==> src/rtl/dmem_arbiter.sv <==
// dmem_arbiter: shares one data-memory port between the core LSU (port 0)
// and a secondary master (port 1, DMA/debug).
//
// Port 0 has priority; a starvation counter forces a port-1 grant after
// StarveLimit consecutive port-0 transfers while port 1 waits. A transfer
// with lock set pins the grant to that port until it transfers with lock
// clear. Responses are registered one cycle after the transfer.
//
// Optional feature macro: DMEM_ARB_ALIGN_BLOCK_EN
//   defined   - misaligned writes have mem_we_o forced low (error still reported)
//   undefined - misaligned writes pass through to the memory
//
// Handshake: a transfer on port n happens in any cycle where req_i[n] and
// gnt_o[n] are both high. Requesters hold req/addr/data stable until that
// cycle; the response for the transfer is rsp_valid_o[n] in the next cycle.

package config_pkg;
  localparam int DMemAddrWidth = 12;

  typedef enum logic [1:0] {
    BYTE     = 2'd0,
    HALFWORD = 2'd1,
    WORD     = 2'd2
  } mem_width_t;
endpackage

module dmem_arbiter
  import config_pkg::*;
#(
  parameter int StarveLimit = 4,
  parameter int AddrWidth   = DMemAddrWidth
) (
  input  logic                 clk,
  input  logic                 reset,
  input  logic [1:0]           req_i,
  input  logic [1:0]           lock_i,
  input  logic [1:0]           we_i,
  input  mem_width_t           width_i     [2],
  input  logic [1:0]           sext_i,
  input  logic [AddrWidth-1:0] addr_i      [2],
  input  logic [31:0]          wdata_i     [2],
  output logic [1:0]           gnt_o,
  output logic [1:0]           rsp_valid_o,
  output logic [31:0]          rsp_data_o  [2],
  output logic [1:0]           rsp_err_o,
  output logic                 mem_we_o,
  output mem_width_t           mem_width_o,
  output logic                 mem_sext_o,
  output logic [AddrWidth-1:0] mem_addr_o,
  output logic [31:0]          mem_wdata_o,
  input  logic [31:0]          mem_rdata_i,
  input  logic                 mem_align_err_i,
  output logic [1:0]           dbg_state_o
);

  typedef enum logic [1:0] {
    IDLE  = 2'd0,
    LOCK0 = 2'd1,
    LOCK1 = 2'd2
  } state_t;

  localparam logic [3:0] Limit = 4'(StarveLimit);

  state_t     state;
  logic [3:0] starve_cnt;
  logic [1:0] xfer;
  logic       sel;
  logic       any_gnt;

  assign dbg_state_o = state;

  // Grant selection: lock pins the grant, otherwise port 0 wins unless starved out
  always_comb begin
    gnt_o = 2'b00;
    case (state)
      IDLE: begin
        if (req_i == 2'b11) begin
          gnt_o = (starve_cnt == Limit) ? 2'b10 : 2'b01;
        end else begin
          gnt_o = req_i;
        end
      end
      LOCK0:   gnt_o = {1'b0, req_i[0]};
      LOCK1:   gnt_o = {req_i[1], 1'b0};
      default: gnt_o = 2'b00;
    endcase
  end

  assign xfer    = req_i & gnt_o;
  assign sel     = gnt_o[1];
  assign any_gnt = |gnt_o;

`ifdef DMEM_ARB_ALIGN_BLOCK_EN
  logic misaligned;

  // Alignment of the granted access, used to suppress misaligned writes
  always_comb begin
    misaligned = 1'b0;
    case (width_i[sel])
      HALFWORD: misaligned = addr_i[sel][0];
      WORD:     misaligned = (addr_i[sel][1:0] != 2'b00);
      default:  misaligned = 1'b0;
    endcase
  end
`endif

  // Memory mux: granted port drives the memory, no grant drives zeros
  always_comb begin
    mem_we_o    = 1'b0;
    mem_width_o = BYTE;
    mem_sext_o  = 1'b0;
    mem_addr_o  = '0;
    mem_wdata_o = 32'h0;
    if (any_gnt) begin
      mem_we_o    = we_i[sel] & xfer[sel];
      mem_width_o = width_i[sel];
      mem_sext_o  = sext_i[sel];
      mem_addr_o  = addr_i[sel];
      mem_wdata_o = wdata_i[sel];
`ifdef DMEM_ARB_ALIGN_BLOCK_EN
      if (misaligned) begin
        mem_we_o = 1'b0;
      end
`endif
    end
  end

  // Lock state machine and starvation counter
  always_ff @(posedge clk or posedge reset) begin
    if (reset) begin
      state      <= IDLE;
      starve_cnt <= 4'd0;
    end else begin
      if (xfer[0]) begin
        if (lock_i[0]) begin
          state <= LOCK0;
        end else if (state == LOCK0) begin
          state <= IDLE;
        end
      end else if (xfer[1]) begin
        if (lock_i[1]) begin
          state <= LOCK1;
        end else if (state == LOCK1) begin
          state <= IDLE;
        end
      end

      // port 1 being served or not waiting ends any starvation streak
      if (xfer[1] || !req_i[1]) begin
        starve_cnt <= 4'd0;
      end else if (xfer[0] && (starve_cnt != Limit)) begin
        starve_cnt <= starve_cnt + 4'd1;
      end
    end
  end

  // Registered responses; data and error hold until that port's next response
  always_ff @(posedge clk or posedge reset) begin
    if (reset) begin
      rsp_valid_o <= 2'b00;
      rsp_err_o   <= 2'b00;
      for (int n = 0; n < 2; n++) begin
        rsp_data_o[n] <= 32'h0;
      end
    end else begin
      rsp_valid_o <= xfer;
      for (int n = 0; n < 2; n++) begin
        if (xfer[n]) begin
          rsp_data_o[n] <= we_i[n] ? 32'h0 : mem_rdata_i;
          rsp_err_o[n]  <= mem_align_err_i;
        end
      end
    end
  end

endmodule

==> config.mk <==
export PLATFORM = sky130hd
export DESIGN_NAME = dmem_arbiter
export DESIGN_NICKNAME = d
export VERILOG_FILES = /design/src/rtl/dmem_arbiter.sv
export SDC_FILE = /design/constraint.sdc
export NUM_CORES = 1
export LEC_CHECK = 0
export BUFFER_PORTS_ARGS = -buffer_cell sky130_fd_sc_hd__clkbuf_2
export CORE_MARGIN = 8
export CORE_UTILIZATION = 46
export DETAILED_ROUTE_END_ITERATION = 8
export GPL_TIMING_DRIVEN = 1
export PLACE_DENSITY = 0.86
export SLEW_MARGIN = 20
export SYNTH_ARGS = -nofsm -noshare
export SYNTH_HDL_FRONTEND = slang
export SYNTH_SLANG_ARGS = --single-unit
==> constraint.sdc <==
create_clock -name clk -period 6.05 [get_ports clk]
set_input_delay 0.3025 -clock clk [delete_from_list [all_inputs] [get_ports clk]]
set_output_delay 0.3025 -clock clk [all_outputs]
set_load 0.05 [all_outputs]
Word level (Yosys, flattened, before mapping). Cells that the tools add are included.

Word-level logic and storage cells: 61. Input bits: 135. Bits in registers: 74. Output and inout bits: 120.

Bitwise gates (word level): 3. Muxes and demuxes: 33. Magnitude comparators: 2. Equal/unequal tests: 6. Reductions and logical operators: 9. $add $sub $neg: 1.

Operators with widths (number): two-way mux 32 bit (6); two-way mux 12 bit (4); two-way mux 2 bit (12); two-way mux 1 bit (8); two-way mux 4 bit (2); case mux 2 bit (3 select lines) (1); adder 4 x 1 -> 4 bit, second input constant (1); == test 2 bit, second input constant (2); == test 4 x 3 -> 1 bit, second input constant (1); inequality test 4 x 3 -> 1 bit, second input constant (1); nonzero test 2 bit (2); inequality test 3 x 2 -> 1 bit, second input constant (1); AND reduction 3 bit (1); nonzero test 3 bit (1); AND 2 bit (1); == test 2 x 1 -> 1 bit, second input constant (1); greater-or-equal comparator 2 bit, second input constant (1); logical NOT 2 bit (1); less-than comparator 1 x 2 -> 1 bit, second input constant (1); inverter 1 -> 2 bit (1); OR reduction 2 bit (1); AND 1 bit (1); logical AND 1 bit (1); logical NOT 1 bit (1); logical OR 1 bit (1).

Longest topological paths before layout. Gate-level depths: netlist (run 1).

Depth in word-level cells: 9. Gate-level depth with buffers: 8. Mapped depth without buffers: 5.

Least setup slack after synthesis (run 1). OpenSTA, ideal clock, no wires.

Path type: register to output. Start point: register state[0] (netlist: dbg_state_o[0]). End point: output gnt_o[1]. Data required time: 5.747 ns. Buffers on the path: 0. Stages on the path, launching flop included: 3. Slack: 3.711 ns. Arrival time: 2.036 ns. Cells stage by stage: dfrtp_1 > nor2b_4 > a21boi_0.

Cells in the longest elaborated chain, start to end: 2. Elaborated cells on any way between the ends: 4. Classes of those cells: eq/ne (2); mux (1); reduce/logical (1).

RTL lines: from (decl) (RTL line 64) `state_t state;`; from (signal assigned) (RTL line 131) `state <= IDLE;`; from (signal assigned) (RTL line 136) `state <= LOCK0;`; from (signal assigned) (RTL line 138) `state <= IDLE;`; == test 2 bit, or another cell as far along (RTL line 75) `case (state)`; case mux 2 bit (3 select lines) (*) (RTL line 75); to (decl) (RTL line 42) `output logic [1:0] gnt_o,`.

Mark *: on every way between the ends. The rest lies on a longest branch, timed or not.

Worst setup path in the final report (run 1).
Start point: register starve_cnt[0]. End point: output mem_wdata_o[21].

Cells in the longest elaborated chain, start to end: 9. Elaborated cells on any way between the ends: 10. Classes of those cells: eq/ne (1); mux (7); bitwise (1); reduce/logical (1).

RTL lines: from (decl) (RTL line 65) `logic [3:0] starve_cnt;`; from (signal assigned) (RTL line 152) `starve_cnt <= starve_cnt + 4'd1;`; == test 4 x 3 -> 1 bit (*) (RTL line 78) `gnt_o = (starve_cnt == Limit) ? 2'b10 : 2'b01;`; two-way mux 2 bit (*) (RTL line 78); two-way mux 2 bit (*) (RTL line 77) `if (req_i == 2'b11) begin`; case mux 2 bit (3 select lines) (*) (RTL line 75); inverter 1 -> 2 bit (not written as such) (RTL line 119) `mem_wdata_o = wdata_i[sel];`; two-way mux 32 bit (not written as such) (3 in a row) (RTL line 119); two-way mux 32 bit (*) (RTL line 114) `if (any_gnt) begin`; to (decl) (RTL line 50) `output logic [31:0] mem_wdata_o,`.

Mark *: on every way between the ends. The rest lies on a longest branch, timed or not. The select of a mux whose other input is x is not followed.

==> results of run 1 <==
logic make-up (layout without fill, tap and decap cells):
group           Yosys count  in the layout  share of synthesized area [%]
compound gates           60             60                           12.9
fa+ha+maj                 2              2                          0.632
buf+inv                  30            277                           5.69
flops                    74             74                           46.8
mux                      67             67                           21.2
simple gates             81             81                           12.8
worst max path at each step:
stage              startpoint               to  slack (ps)
2_1_floorplan  dbg_state_o[0]         gnt_o[1]        3710
3_3_place_gp    starve_cnt[0]  mem_wdata_o[21]        3050
3_5_place_dp    starve_cnt[0]  mem_wdata_o[28]        2920
4_1_cts         starve_cnt[0]  mem_wdata_o[21]        2530
5_1_grt         starve_cnt[0]    mem_addr_o[7]        2280
6_report        starve_cnt[0]  mem_wdata_o[21]        2570
layer usage:
metal | up-vias | part of all wire [%]
met4 | 0 | 0.99
met2 | 150 | 50
met1 | 1723 | 41
met5 | - | 0
met3 | 12 | 8.3
li1 | 1603 | -
through the flow:
stage | cells | worst slack (ps) | power (mW)
2_1_floorplan | 314 | 3710 | 1.25
3_3_place_gp | 653 | 3050 | 1.44
3_5_place_dp | 653 | 2920 | 1.46
4_1_cts | 668 | 2530 | 1.89
5_1_grt | 669 | 2280 | 1.94
6_report | 669 | 2570 | 1.87
cells in the final DEF (no fill, tap or decap), types with 3 or more instances in the layout:
cell and instances:
dfrtp_1 74, nor2b_1 65, clkbuf_2 254, inv_1 3, mux2_2 43, mux2_4 22, a21oi_1 4, a22o_1 48
o211ai_1 3, nand3_1 6, clkbuf_8 11
power breakdown:
part / switching [mW] / leakage [nW] / internal (mW)
clock network: 0.173 / 0.110 / 0.253
logic: 0.586 / 1.88 / 0.231
registers: 0.0486 / 0.955 / 0.578
layout make-up:
class                      count  area (um2)  share of cell area (%)
tap                          108         135                    2.48
inverter                       4        15.0                   0.276
multi-input combinational    210        1890                    34.7
sequential                    74        1850                    34.0
timing repair buffer         258        1330                    24.5
clock inverter                 2        60.1                    1.10
clock buffer                  13         159                    2.92
state kept, by name, summed over array words and instances, names as in the netlist:
name,count
rsp_data_o,64
dbg_state_o,2
starve_cnt,4
rsp_err_o,2
rsp_valid_o,2
worst reg2reg max path: cells and delay by family (launching register included):
kind	cells	cell delay, ps
simple gates	1	200
fa+ha+maj	1	170
mux	1	420
flops	1	410
compound gates	1	790
buf+inv	2	730
==> metrics.cfg, run 1 <==
[finish]
stdcell_area_mm2 = 0.00544
layout.nets = 694
fill_cells = 694
drive_gt1_share_pct = 60.6
utilization_pct = 63.6
diodes = 0
area_growth_pct = 37.5

[hold_path]
holdPathStages = 3
hold_class = primary input to register
hold_start = lock_i[1]
min_to = dbg_state_o[1]

[logic_synthesis]
synth_ff_type = dfrtp_1
seq_area_frac_synth_pct = 46.8
synth_cell_types = 29
syn_inst = 314
yosys.area.top_type_share_pct = 46.8
synth_commonest_cells = 74 x dfrtp_1, 65 x nor2b_1, 48 x a22o_1, 43 x mux2_2, 22 x mux2_4
synth_edf_count = 0
yosysMostFrequentCell = dfrtp_1
synth_top_cell_by_area = dfrtp_1
ys_ff_latch = 74
postSynthAreaPerCell_um2 = 12.6
yosys_warnings = 0
async_flop_share_pct = 100
syn_area_mm2 = 0.00396
synth_area_leaders = dfrtp_1 47%, mux2_2 12%, a22o_1 11%, nor2b_1 10%, mux2_4 8.3%
synth_nets = 451

[sta]
worst_clock_skew_ps = 10.4
fin_hold_ws_ps = 177
period_needed_ps = 3480
setup_viol = 0
fmax_mhz = 287
worstMarginPinSlew_ps = 938
slew_viol_final = 0
worst_slew_margin_rel_pct = 37.3
fin_crit_sh_pct = 57.6
fin_setup_tns_ps = 0
rsz0062_at_grt = no
finalHoldViolCount = 0

[clock_tree]
clk_path_buf_depth = 2
clk_pin_slew_ps = 80
post_cts_buffers = 0
cts-root-buf = clkbuf_8
clkLatencyLatePin_ps = 340
clock_sinks = 74
cts_tree = done
ctsResizeCount = 0
ctsHoldBuffers = 0
h-tree-depth = 3
numCtsBuffers = 9

[die]
rows = 34
initial_core_util_pct = 46.3
ios = 255
dieArea_mm2 = 0.0118
core_area_mm2 = 0.00855
die_w_um = 109
die_h_um = 109

[global_routing]
grt_use_met2_pct = 33.9
globalRoute.totalOverflow = 0
grt_pass1_wl_um = 19300
grt_pass1_vias = 3659
grt_max_degree = 75
grtUsageMet1_pct = 25.7
grtUsageTotal_pct = 20.4
grt.busiest_layer = met2
gr-usage-met3_pct = 5.50
antenna_found_initial = 0

[outcome]
status = completed

[routing]
wirelength_um = 12800
wire_per_inst_um = 19.1
ant_nets = 0
vias = 3488
viasPerCell = 5.21
drc = 0
drt_iter0_drc = 256
dr.pass1.iters = 4

[critical_path]
crit_slowest_cell = a21boi_4
reg2regPathDepth = 6
worstReg2RegStart = starve_cnt[0]
cp_slowest_stage_delay_ps = 790
critPathBufInv = 3
reg2reg_to = rsp_data_o[18]
startpoint_type = register
cp.arrival_ps = 3180
rrSetupSlack_ps = 3220
critPathTopFamily = compound AO/OA/AOI/OAI gates
path_depth = 7
crit_chain = inv_1 > ha_1 > nand3b_1 > a21boi_4 > buf_4 > a22o_1 > clkbuf_2
required_ps = 5750
critical_path.endpoint_type = output pin
critPathMaxFanout = 54
critPathKind = register to output pin

[pwr]
ir_drop_uv = 194
p_leak_nw = 2.95
p_per_area_mw_per_mm2 = 344

[placement]
post-dp-hpwl_um = 9900
dpl_cell_area_mm2 = 0.00519
portBuffers = 254
gp_congestion = 1.06

[job]
drv_cap = 0

(Power assumes the default switching activity.)
==> inputs of run 2 (changes only) <==
--- a/config.mk
+++ b/config.mk
@@ -7,10 +7,10 @@
 export LEC_CHECK = 0
 export BUFFER_PORTS_ARGS = -buffer_cell sky130_fd_sc_hd__clkbuf_2
 export CORE_MARGIN = 8
-export CORE_UTILIZATION = 46
+export CORE_UTILIZATION = 43
 export DETAILED_ROUTE_END_ITERATION = 8
 export GPL_TIMING_DRIVEN = 1
-export PLACE_DENSITY = 0.86
+export PLACE_DENSITY = 0.81
 export SLEW_MARGIN = 20
 export SYNTH_ARGS = -nofsm -noshare
 export SYNTH_HDL_FRONTEND = slang
==> constraint.sdc (replaced) <==
create_clock -name clk -period 3.6 [get_ports clk]
set_input_delay 0.18 -clock clk [delete_from_list [all_inputs] [get_ports clk]]
set_output_delay 0.18 -clock clk [all_outputs]
set_load 0.05 [all_outputs]
==> metrics.cfg, run 2 (synthesis results as in run 1) <==
[outcome]
status = completed

[critical_path]
required_ps = 3420
critPathBufInv = 3
startpoint_type = register
cp_slowest_stage_delay_ps = 500
critPathKind = register to output pin
crit_chain = inv_1 > ha_1 > nand3b_1 > a21boi_4 > buf_4 > a22o_1 > clkbuf_2
crit_slowest_cell = buf_4
rrSetupSlack_ps = 1420
cp.arrival_ps = 2570
reg2regPathDepth = 6
path_depth = 7
critPathMaxFanout = 55
critPathTopFamily = buffers and inverters
critical_path.endpoint_type = output pin

[sta]
period_needed_ps = 2750
fin_setup_tns_ps = 0
worst_slew_margin_rel_pct = 47.4
worst_clock_skew_ps = 19.8
slew_viol_final = 0
fin_crit_sh_pct = 76.4
worstMarginPinSlew_ps = 788
setup_viol = 0
rsz0062_at_grt = no
fmax_mhz = 364
finalHoldViolCount = 0

[routing]
wirelength_um = 13800
drt_iter0_drc = 339
viasPerCell = 5.21
vias = 3517
drc = 0
ant_nets = 0
dr.pass1.iters = 4
wire_per_inst_um = 20.4

[finish]
largest_reg_flops = 64
reg_top3 = rsp_data_o x64, starve_cnt x4
stdcell_area_mm2 = 0.00547
regMostFlops = rsp_data_o
layout.nets = 697
final_cell_mix = 254 x clkbuf_2, 74 x dfrtp_1, 65 x nor2b_1, 48 x a22o_1, 43 x mux2_2
area_growth_pct = 38.4
drive_gt1_share_pct = 60.9
final_common_cell = clkbuf_2

[pwr]
ir_drop_uv = 292
p_leak_nw = 2.97
power_mw = 3.26
p_per_area_mw_per_mm2 = 595

[clock_tree]
cts-root-buf = clkbuf_8
clk_pin_slew_ps = 90
cts_tree = done
h-tree-depth = 3
clock_sinks = 74
clk_path_buf_depth = 2
clkLatencyLatePin_ps = 350
post_cts_buffers = 0
numCtsBuffers = 9

[hold_path]
holdPathStages = 3
hold_class = primary input to register

[global_routing]
grtUsageTotal_pct = 21.2
antenna_found_initial = 1
globalRoute.totalOverflow = 0
grt_pass1_vias = 3746
grt_max_degree = 56
grt_pass1_wl_um = 20800

[die]
dieArea_mm2 = 0.0125
die_w_um = 112
die_h_um = 112
rows = 35
initial_core_util_pct = 43.6
ios = 255
core_area_mm2 = 0.00906

[placement]
post-dp-hpwl_um = 11100
dpl_cell_area_mm2 = 0.00521
gp_congestion = 0.974
portBuffers = 254

[job]
drv_cap = 0

==> run 2: cell types whose count changed in the layout (fill, tap and decap cells not counted), sizes merged <==
cell / change
diode: +1
dlygate4sd3: +1
buf: +2
clkinv: +1
bufinv: +2
clkbuf: -4
==> run 2: final cells by class <==
cell class                      instances  area, um2
Clock buffer                            9        124
Antenna cell                            1       2.50
Multi-Input combinational cell        210       1890
Fill cell                             788       3590
Clock inverter                          5        129
Sequential cell                        74       1850
Inverter                                4       15.0
Tap cell                              111        139
Timing Repair Buffer                  261       1330
==> run 2: stage by stage <==
step	setup slack, ps	hold slack, ps	std cells	util, %
2_1_floorplan	1380	311	314	-
6_report	850	41.0	675	60.4
3_3_place_gp	1350	343	659	57.5
5_1_grt	726	44.9	675	60.4
3_5_place_dp	1260	374	659	57.5
4_1_cts	851	26.5	674	60.4
==> run 2: path summary, 6_finish.rpt <==
kind | start | to
max | starve_cnt[1] | mem_wdata_o[6]
min reg2reg | rsp_data_o[1] | rsp_data_o[1]
min | lock_i[1] | dbg_state_o[1]
max reg2reg | starve_cnt[1] | rsp_data_o[46]
min in group asynchronous | reset | rsp_data_o[23]
max in group asynchronous | reset | starve_cnt[0]
==> run 2: where the power goes <==
group          leakage, nW  internal [mW]  switching (mW)
clock network        0.125          0.524           0.303
logic                 1.89          0.384           0.989
registers            0.955          0.972          0.0854
total                 2.97           1.88            1.38
==> run 2: what timing repair did <==
item / in CTS / in global routing
hold endpoints to repair: 22 / 0
gates resized for setup: 0 / 0
hold buffers: 1 / 0
==> run 2: layer usage <==
| layer | part of all wire (%) | wire [um] | up-vias | track usage, % |
|---|---|---|---|---|
| met2 | 51 | 7020 | 166 | 35.9 |
| met5 | 0 | 0 | - | 0 |
| met1 | 38 | 5230 | 1712 | 23.2 |
| li1 | - | - | 1612 | - |
| met4 | 3.3 | 450 | 0 | 10.0 |
| met3 | 7.9 | 1090 | 27 | 7.52 |
==> run 2: worst register-to-register path, cell delays in order, from the launching register on <==
cell and delay [ps]:
dfrtp_1 420, inv_1 90, ha_1 200, and3b_1 260, a21oi_4 180, buf_4 500
mux2_2 430
==> inputs of run 3 (changes only) <==
==> constraint.sdc (replaced) <==
create_clock -name clk -period 2.54 [get_ports clk]
set_input_delay 0.127 -clock clk [delete_from_list [all_inputs] [get_ports clk]]
set_output_delay 0.127 -clock clk [all_outputs]
set_load 0.05 [all_outputs]
==> metrics.cfg, run 3 (synthesis results as in run 1) <==
[clock_tree]
numCtsBuffers = 9
clk_path_buf_depth = 2
clock_sinks = 74
cts_tree = done
cts-root-buf = clkbuf_8
h-tree-depth = 3
clkLatencyLatePin_ps = 340
clk_pin_slew_ps = 80

[pwr]
p_leak_nw = 2.98
ir_drop_uv = 451
p_per_area_mw_per_mm2 = 799

[global_routing]
grt_pass1_wl_um = 21600
grt_pass1_vias = 3841
antenna_found_initial = 0
grtUsageTotal_pct = 21.9
grt_max_degree = 75
globalRoute.totalOverflow = 0

[critical_path]
critPathKind = register to output pin
critPathTopFamily = buffers and inverters
crit_chain = inv_1 > ha_1 > and3b_1 > a21oi_4 > bufbuf_16 > a22o_1 > clkbuf_4
required_ps = 2410
startpoint_type = register
critical_path.endpoint_type = output pin
crit_slowest_cell = dfrtp_1
cp.arrival_ps = 2330
critPathBufInv = 3
cp_slowest_stage_delay_ps = 390
critPathMaxFanout = 32

[finish]
reg_top3 = rsp_data_o x64, starve_cnt x4
regMostFlops = rsp_data_o
drive_gt1_share_pct = 60.8
final_cell_mix = 234 x clkbuf_2, 74 x dfrtp_1, 65 x nor2b_1, 48 x a22o_1, 43 x mux2_2
layout.nets = 699
largest_reg_flops = 64
final_common_cell = clkbuf_2
fill_cells = 756
stdcell_count = 678
area_growth_pct = 40.3
diodes = 0

[routing]
ant_nets = 0
wire_per_inst_um = 20.6
vias = 3567
drc = 0
drt_iter0_drc = 271
wirelength_um = 14000
viasPerCell = 5.26
dr.pass1.iters = 4

[die]
die_h_um = 112
ios = 255
rows = 35
core_area_mm2 = 0.00906
die_w_um = 112
dieArea_mm2 = 0.0125
initial_core_util_pct = 43.6

[job]
drv_cap = 0

[placement]
gp_congestion = 0.936
post-dp-hpwl_um = 10900
place_ws_ps = 379
placed_cells = 659
portBuffers = 254

[sta]
setup_viol = 0
slew_viol_final = 0
finalHoldViolCount = 0
rsz0062_at_grt = yes
setup_slack_ps = 79.4
fmax_mhz = 406
worstMarginPinSlew_ps = 728
fin_crit_sh_pct = 96.9
worst_clock_skew_ps = 14.1
period_needed_ps = 2460
worst_slew_margin_rel_pct = 51.5

[outcome]
status = completed

[hold_path]
hold_class = primary input to register

## run 3: per-layer routing
layer  up-vias  wire [um]  global-route usage, %
met4         0        502                   10.1
li1       1624          -                      -
met1      1744       5230                   23.9
met5         -          0                      0
met2       170       7180                   38.2
met3        29       1060                   6.76
## run 3: final cells by class
class | count | area [um2] | share of cell area, %
clock inverter | 5 | 62.6 | 1.13
multi-input combinational | 210 | 1890 | 34.0
timing repair buffer | 263 | 1450 | 26.2
inverter | 4 | 15.0 | 0.271
sequential | 74 | 1850 | 33.4
clock buffer | 11 | 141 | 2.55
tap | 111 | 139 | 2.50
## run 3: final timing paths
path | startpoint | to | slack (ps) | depth (start not counted)
worst max-delay path | starve_cnt[0] | mem_addr_o[11] | 80 | 7
worst min-delay path | lock_i[0] | dbg_state_o[0] | 30 | 2
worst max register to register | starve_cnt[0] | rsp_data_o[49] | 480 | 6
worst min register to register | rsp_data_o[1] | rsp_data_o[1] | 500 | 1
max in group asynchronous | reset | rsp_data_o[58] | 1830 | 4
min in group asynchronous | reset | rsp_data_o[17] | 400 | 4
## run 3: per-stage QoR
step           instance area [um2]  power, mW  hold slack [ps]  utilization [%]  TNS (ps)
6_report                      5550       4.43             30.9             61.2         0
5_1_grt                       5550       4.61             14.4             61.2      -299
4_1_cts                       5500       4.47             9.46             60.7         0
3_5_place_dp                  5250       3.49              233             57.9         0
3_3_place_gp                  5250       3.45              221             57.9         0
2_1_floorplan                 3960       2.97              258                -         0
## run 3: power breakdown
group | switching (mW) | internal (mW)
Combinational | 1.41 | 0.579
Sequential | 0.116 | 1.38
Clock | 0.464 | 0.487
Total | 1.99 | 2.44
## run 3: timing repair
action,in CTS,in global routing
setup buffers,0,0
hold endpoints to repair,75,0
pin swaps,0,0
hold buffers,2,0
resized for setup,0,38
endpoints found under the setup margin,1,18
gates cloned,1,0
## run 3: worst reg2reg max path, cell delays in order, from the launching register on
cell	delay, ps
dfrtp_1	390
inv_1	80
ha_1	220
and3b_1	260
a21oi_4	240
bufbuf_16	390
mux2_2	370
